===== config.mk =====
export PLATFORM = sky130hd
export DESIGN_NAME = mchester_encode
export DESIGN_NICKNAME = d
export VERILOG_FILES = /design/src/rtl/mchester_encode.sv
export SDC_FILE = /design/constraint.sdc
export NUM_CORES = 1
export LEC_CHECK = 0
export BUFFER_PORTS_ARGS = -buffer_cell sky130_fd_sc_hd__buf_2
export CORE_UTILIZATION = 59
export CTS_BUF_LIST = sky130_fd_sc_hd__clkbuf_2
export DETAILED_ROUTE_END_ITERATION = 16
export PLACE_DENSITY = 0.88
export SLEW_MARGIN = 20
export SYNTH_ARGS = -nofsm -noshare
export SYNTH_HDL_FRONTEND = slang
export SYNTH_SLANG_ARGS = --single-unit

===== constraint.sdc =====
create_clock -name sqwv -period 3.15 [get_ports sqwv]
set_clock_uncertainty 0.05 [all_clocks]
set_input_delay 0.63 -clock sqwv [delete_from_list [all_inputs] [get_ports sqwv]]
set_output_delay 0.63 -clock sqwv [all_outputs]
set_load 0.01 [all_outputs]

===== src/rtl/mchester_encode.sv =====
`default_nettype none
// ============================================================================
// Module   : mchester_encode
// Brief    : Manchester transmitter for the tag frame. Each bit is sent MSB
//            first as its true value then its complement, with a toggle
//            strobe at every half-bit boundary. Clocked from sqwv.
//            Optional build macro MCHESTER_REPEAT_EN enables gapless frame
//            repetition while start is held high.
// Revision : 1.0 - initial release
// ============================================================================
module mchester_encode #(
    parameter int HALF_BIT_CYCLES = 32,
    parameter int FRAME_BITS      = 45
) (
    input  logic                  sqwv,
    input  logic                  manual_n,
    input  logic                  start,
    input  logic [FRAME_BITS-1:0] data,
    output logic                  busy,
    output logic                  done,
    output logic                  fsk_in,
    output logic                  fsk_in_trigger
);

    localparam int c_HCW = (HALF_BIT_CYCLES > 1) ? $clog2(HALF_BIT_CYCLES) : 1;
    localparam int c_BCW = $clog2(FRAME_BITS + 1);

    localparam logic [c_HCW-1:0] c_HALF_LAST = c_HCW'(HALF_BIT_CYCLES - 1);
    localparam logic [c_BCW-1:0] c_BIT_LAST  = c_BCW'(FRAME_BITS - 1);

    localparam logic [1:0] c_IDLE  = 2'd0;
    localparam logic [1:0] c_HALF1 = 2'd1;
    localparam logic [1:0] c_HALF2 = 2'd2;
    localparam logic [1:0] c_DONE  = 2'd3;

    logic [1:0]            r_state;
    logic [FRAME_BITS-1:0] r_shift;
    logic [c_BCW-1:0]      r_bit_cnt;
    logic [c_HCW-1:0]      r_half_cnt;
    logic                  r_busy;
    logic                  r_done;
    logic                  r_fsk;
    logic                  r_trig;
`ifdef MCHESTER_REPEAT_EN
    logic [FRAME_BITS-1:0] r_copy;
`endif

    logic w_half_end;
    assign w_half_end = (r_half_cnt == c_HALF_LAST);

    always_ff @(posedge sqwv or negedge manual_n) begin
        if (!manual_n) begin
            r_state    <= c_IDLE;
            r_shift    <= '0;
            r_bit_cnt  <= '0;
            r_half_cnt <= '0;
            r_busy     <= 1'b0;
            r_done     <= 1'b0;
            r_fsk      <= 1'b0;
            r_trig     <= 1'b0;
`ifdef MCHESTER_REPEAT_EN
            r_copy     <= '0;
`endif
        end else begin
            r_done <= 1'b0;
            case (r_state)
                c_IDLE: begin
                    if (start) begin
                        r_shift    <= data;
`ifdef MCHESTER_REPEAT_EN
                        r_copy     <= data;
`endif
                        r_bit_cnt  <= c_BIT_LAST;
                        r_half_cnt <= '0;
                        r_fsk      <= data[FRAME_BITS-1];
                        r_trig     <= ~r_trig;
                        r_busy     <= 1'b1;
                        r_state    <= c_HALF1;
                    end
                end
                c_HALF1: begin
                    if (w_half_end) begin
                        r_half_cnt <= '0;
                        r_fsk      <= ~r_shift[FRAME_BITS-1];
                        r_trig     <= ~r_trig;
                        r_state    <= c_HALF2;
                    end else begin
                        r_half_cnt <= r_half_cnt + 1'b1;
                    end
                end
                c_HALF2: begin
                    if (w_half_end) begin
                        r_half_cnt <= '0;
                        // r_bit_cnt holds how many bits remain after the current one
                        if (r_bit_cnt != '0) begin
                            r_shift   <= {r_shift[FRAME_BITS-2:0], 1'b0};
                            r_bit_cnt <= r_bit_cnt - 1'b1;
                            r_fsk     <= r_shift[FRAME_BITS-2];
                            r_trig    <= ~r_trig;
                            r_state   <= c_HALF1;
                        end
`ifdef MCHESTER_REPEAT_EN
                        else if (start) begin
                            r_shift   <= r_copy;
                            r_bit_cnt <= c_BIT_LAST;
                            r_fsk     <= r_copy[FRAME_BITS-1];
                            r_trig    <= ~r_trig;
                            r_done    <= 1'b1;
                            r_state   <= c_HALF1;
                        end
`endif
                        else begin
                            r_busy  <= 1'b0;
                            r_done  <= 1'b1;
                            r_fsk   <= 1'b0;
                            r_state <= c_DONE;
                        end
                    end else begin
                        r_half_cnt <= r_half_cnt + 1'b1;
                    end
                end
                c_DONE: begin
                    r_state <= c_IDLE;
                end
                default: begin
                    r_state <= c_IDLE;
                end
            endcase
        end
    end

    assign busy           = r_busy;
    assign done           = r_done;
    assign fsk_in         = r_fsk;
    assign fsk_in_trigger = r_trig;

endmodule
`default_nettype wire


# After elaboration in Yosys (flattened, before gate mapping)
# Cells that the tools add are included.
# classes
n_reduce_logical	12
n_addsub	2
n_bitwise	2
muxes	33
n_eq_ne	9
# ops
operator	n
two-way mux 45 bit	3
one-hot mux 45 bit (2 select lines)	1
two-way mux 6 bit	3
two-way mux 1 bit	14
one-hot mux 6 bit (2 select lines)	1
AND reduction 4 bit	3
two-way mux 5 bit	2
inequality test 2 bit, second input constant	5
one-hot mux 5 bit (2 select lines)	1
two-way mux 2 bit	4
one-hot mux 2 bit (4 select lines)	1
one-hot mux 1 bit (3 select lines)	2
nonzero test 6 bit	1
subtractor 6 x 1 -> 6 bit, second input constant	1
adder 5 x 1 -> 5 bit, second input constant	1
== test 5 bit, second input constant	1
AND reduction 5 bit	1
== test 2 bit, second input constant	2
nonzero test 2 bit	2
AND reduction 3 bit	1
nonzero test 3 bit	1
== test 2 x 1 -> 1 bit, second input constant	1
logical NOT 2 bit	1
inverter 1 bit	2
3 further kinds	3
# totals
register_bits	62
elab_cells	66
inputBits	48
output_inout_bits	4

# Logic depth before layout (Yosys ltp)
# logic_depth
depth_word	4
mapped_depth	10
mapped_depth_nobuf	7

# Least setup slack after synthesis
# Ideal clock, no wire load.
# synth_timing
kind	register to register
start	register r_half_cnt[0]
end	register r_shift[44]
setup_slack_ps	911
setup_ps	127
stages_incl_launch_ff	10
required_ps	2973
arrival_time_ps	2062
n_path_buf	2
synth_period_minus_slack_ps	2239
cell_sequence	dfrtp_1 ha_1 and3_1 ha_1 nor2b_1 or3_1 clkbuf_1 nand2b_4 buf_6 a221o_2
# synth_via
elab_chain_len	3
# synth_rtl
item	line	text
from (decl)	39	logic [c_HCW-1:0] r_half_cnt;
from (signal assigned)	88	r_half_cnt <= r_half_cnt + 1'b1;
from (signal assigned)	119	r_half_cnt <= r_half_cnt + 1'b1;
== test 5 bit	49	assign w_half_end = (r_half_cnt == c_HALF_LAST);
inequality test 2 bit (no source line)	-	
AND reduction 4 bit (no source line)	-	
to (signal assigned)	69	r_shift <= data;
to (signal assigned)	96	r_shift <= {r_shift[FRAME_BITS-2:0], 1'b0};
to (decl)	37	logic [FRAME_BITS-1:0] r_shift;
# No other way between the ends.
# A chain may end at the register's enable or synchronous reset.

# Worst setup path after layout
# layout_timing
start	register r_half_cnt[0]
end	register r_bit_cnt[4]
# layout_via
elab_chain_len	3
# layout_rtl
item	line	text
== test 5 bit	49	
inequality test 2 bit (no source line)	-	
AND reduction 4 bit (no source line)	-	
to (signal assigned)	73	r_bit_cnt <= c_BIT_LAST;
to (signal assigned)	97	r_bit_cnt <= r_bit_cnt - 1'b1;
to (decl)	38	logic [c_BCW-1:0] r_bit_cnt;
# No other way between the ends.

==> impl_metrics.json <==
{
  "period_needed_ps": 2540,
  "cts_buffers": 9,
  "yosys-top-cells-count": "o21ai_0, dfrtp_1, mux2i_1",
  "synth_seq_cells": 62,
  "rsz0062_at_grt": "false",
  "hp-class": "primary input to async pin",
  "wl_met2_um": 3160,
  "die_y_um": 76.5,
  "ys_seq_area_share_pct": 47.4,
  "crit_type": "register to register",
  "syn_to_final_growth_pct": 11.2,
  "period_share_pct": 80.6,
  "drt-initial-drc-count": 137,
  "synth_area_leaders": "dfrtp_1, mux2i_1, o21ai_0",
  "synth_area_per_cell_sq_um": 10.6,
  "antenna_found_initial": 0,
  "worstReg2RegStart": "r_half_cnt[0]",
  "grt_pass1_wl_um": 11300,
  "synth_cell_types": 41,
  "setup_tns_ps": 0,
  "insertion_delay_ps": 510,
  "antenna_cells": 0,
  "status": "completed",
  "fp-row-count": 26,
  "cap_viol_max_count": 0,
  "power_frac_comb_pct": 4.0,
  "root_buffer": "clkbuf_2",
  "power_mw": 1.22,
  "ys.flop_type": "dfrtp_1",
  "synthSimpleGateAreaFrac_pct": 10.1,
  "critPathLaunch": "r_half_cnt[0]",
  "htree_levels": 3,
  "hold_viol_final": 0,
  "worst-slew-pin-transition_ps": 718,
  "synth_top_area_cell": "dfrtp_1",
  "clockBufferDepth": 2,
  "route.detailed.wl_per_inst_um": 14.6,
  "grt_max_degree": 37,
  "slew_viol_final": 0,
  "cp_max_fo": 36,
  "top_layer_used": "met4",
  "synth_edf_count": 0,
  "cts_hold_buf": 0,
  "drive_gt1_share_pct": 28.7,
  "syn_area_sq_um": 3280,
  "syn_nets": 366,
  "critPathLaunchType": "register",
  "grt_overflow": 0,
  "ant_nets": 0,
  "cts_resized": 0,
  "routed_wl_um": 6330,
  "ir_worst_vdd_mv": 0.249,
  "cp_data_required_time_ps": 3540,
  "p_int_uw": 911,
  "yosysWarnings": 0,
  "synth_xor_area_share_pct": 0.267,
  "synth_top_family_by_area": "compound AO/OA/AOI/OAI gates",
  "setup_violations": 0,
  "max-slew-margin-rel_pct": 52.1,
  "cts.sinks": 62,
  "dp.cells": 418,
  "wl_met1_um": 2800,
  "layout.nets": 416,
  "critPathArrivalTime_ps": 2930,
  "synthMostInstantiatedCell": "o21ai_0",
  "io_pins": 52,
  "wl_met3_um": 252,
  "route.vias.total": 2503,
  "dp_hpwl_um": 4380,
  "synth_top_area_share_pct": 47.4,
  "power_density_nw_per_um2": 335,
  "cts_tree": "built",
  "seqPwrFrac_pct": 65.2,
  "critPathCaptureType": "register",
  "syn_inst": 309,
  "drt-pass1-iter-count": 5,
  "drc": 0,
  "clk_pin_slew_worst_paths_ps": 180,
  "post-route-util_pct": 69.5,
  "grt_pass1_vias": 2548,
  "post_cts_buffers": 0,
  "die_x_um": 76.5,
  "fin_cells": 433,
  "grt_util_all_layers_pct": 24.8,
  "place.gp.congestion": 0.822,
  "die-area_sq_um": 5850,
  "synth_compound_area_share_pct": 20.0,
  "viasPerCell": 5.78,
  "clkPwrFrac_pct": 30.7,
  "fmax_mhz": 394,
  "synthMuxAreaShare_pct": 13.4,
  "ys_async_sr_fraction_pct": 100,
  "initial_core_util_pct": 62.5,
  "swShare_pct": 25.4,
  "core-area_sq_um": 5240,
  "synth_fa_ha_area_share_pct": 3.44,
  "p_leak_nw": 1.90,
  "port_buffers": 51,
  "p_switching_uw": 311
}
==> final timing paths <==
path                                  end  slack [ps]  depth (start not counted)
max reg2reg                  r_bit_cnt[4]         610                          8
min reg2reg                fsk_in_trigger         420                          1
max in group asynchronous     r_shift[31]        2330                          2
min in group sqwv              r_shift[0]         310                          2
min                            r_shift[9]         100                          1
max                          r_bit_cnt[4]         610                          8
==> registers in the layout, summed over array words and instances (netlist names) <==
signal / flops
done: 1
fsk_in_trigger: 1
fsk_in: 1
r_bit_cnt: 6
busy: 1
r_state: 2
r_half_cnt: 5
r_shift: 45
==> metal layers <==
| metal | vias to the layer above | GRT usage (%) |
|---|---|---|
| li1 | 1227 | - |
| met1 | 1210 | 30.2 |
| met2 | 54 | 41.9 |
| met3 | 12 | 4.79 |
| met4 | 0 | 13.1 |
| met5 | - | 0 |
==> critical path: stages, from the launching register on <==
cell and delay (ps):
dfrtp_1 410, ha_1 210, and3_1 200, ha_1 250
nor2b_1 100, or3_1 360, buf_4 260, or4_1 500
a21oi_1 150
==> area by class of cell <==
| cell class | count | area, sq um |
|---|---|---|
| inverters | 8 | 30.0 |
| clock buffers | 9 | 45.0 |
| clock inverters | 6 | 30.0 |
| well taps | 70 | 87.6 |
| flip-flops and latches | 62 | 1550 |
| fillers | 400 | 1600 |
| repair buffers | 60 | 348 |
| multi-input cells | 218 | 1550 |
==> stage by stage <==
step	instance area, sq um	hold slack (ps)	setup slack (ps)
floorplan	3280	284	911
global placement	3570	406	734
detailed placement	3570	413	644
CTS	3640	111	615
global route	3640	133	497
finish	3640	105	610
==> cell families after synthesis <==
family                   count (synthesis)
AND/OR/NAND/NOR                         56
multiplexers                            44
AO/OA/AOI/OAI                          108
XOR/XNOR                                 1
adder cells (fa/ha/maj)                  9
buffers and inverters                   29
flip-flops                              62
==> placed cells by master (no fill, tap or decap), types with 4 or more instances in the layout <==
| cell | count |
|---|---|
| inv_1 | 8 |
| clkbuf_2 | 9 |
| nand2b_1 | 4 |
| nor2b_1 | 4 |
| o21ai_2 | 20 |
| nand3_1 | 8 |
| o21ai_0 | 73 |
| nor2_1 | 8 |
| buf_2 | 51 |
| mux2i_1 | 44 |
| a21oi_1 | 5 |
| nand2_1 | 10 |
| ha_1 | 8 |
| dfrtp_1 | 62 |
| buf_4 | 7 |
==> power by group through the flow <==
stage	sequential, mW	combinational (mW)	clock, mW
after CTS	0.796	0.0508	0.383
final	0.796	0.0494	0.375
after detailed placement	0.811	0.0504	0
after global placement	0.811	0.0508	0
after global routing	0.797	0.0561	0.411
after floorplan	0.811	0.00175	0
No activity file was read; power rests on OpenSTA's default activity.
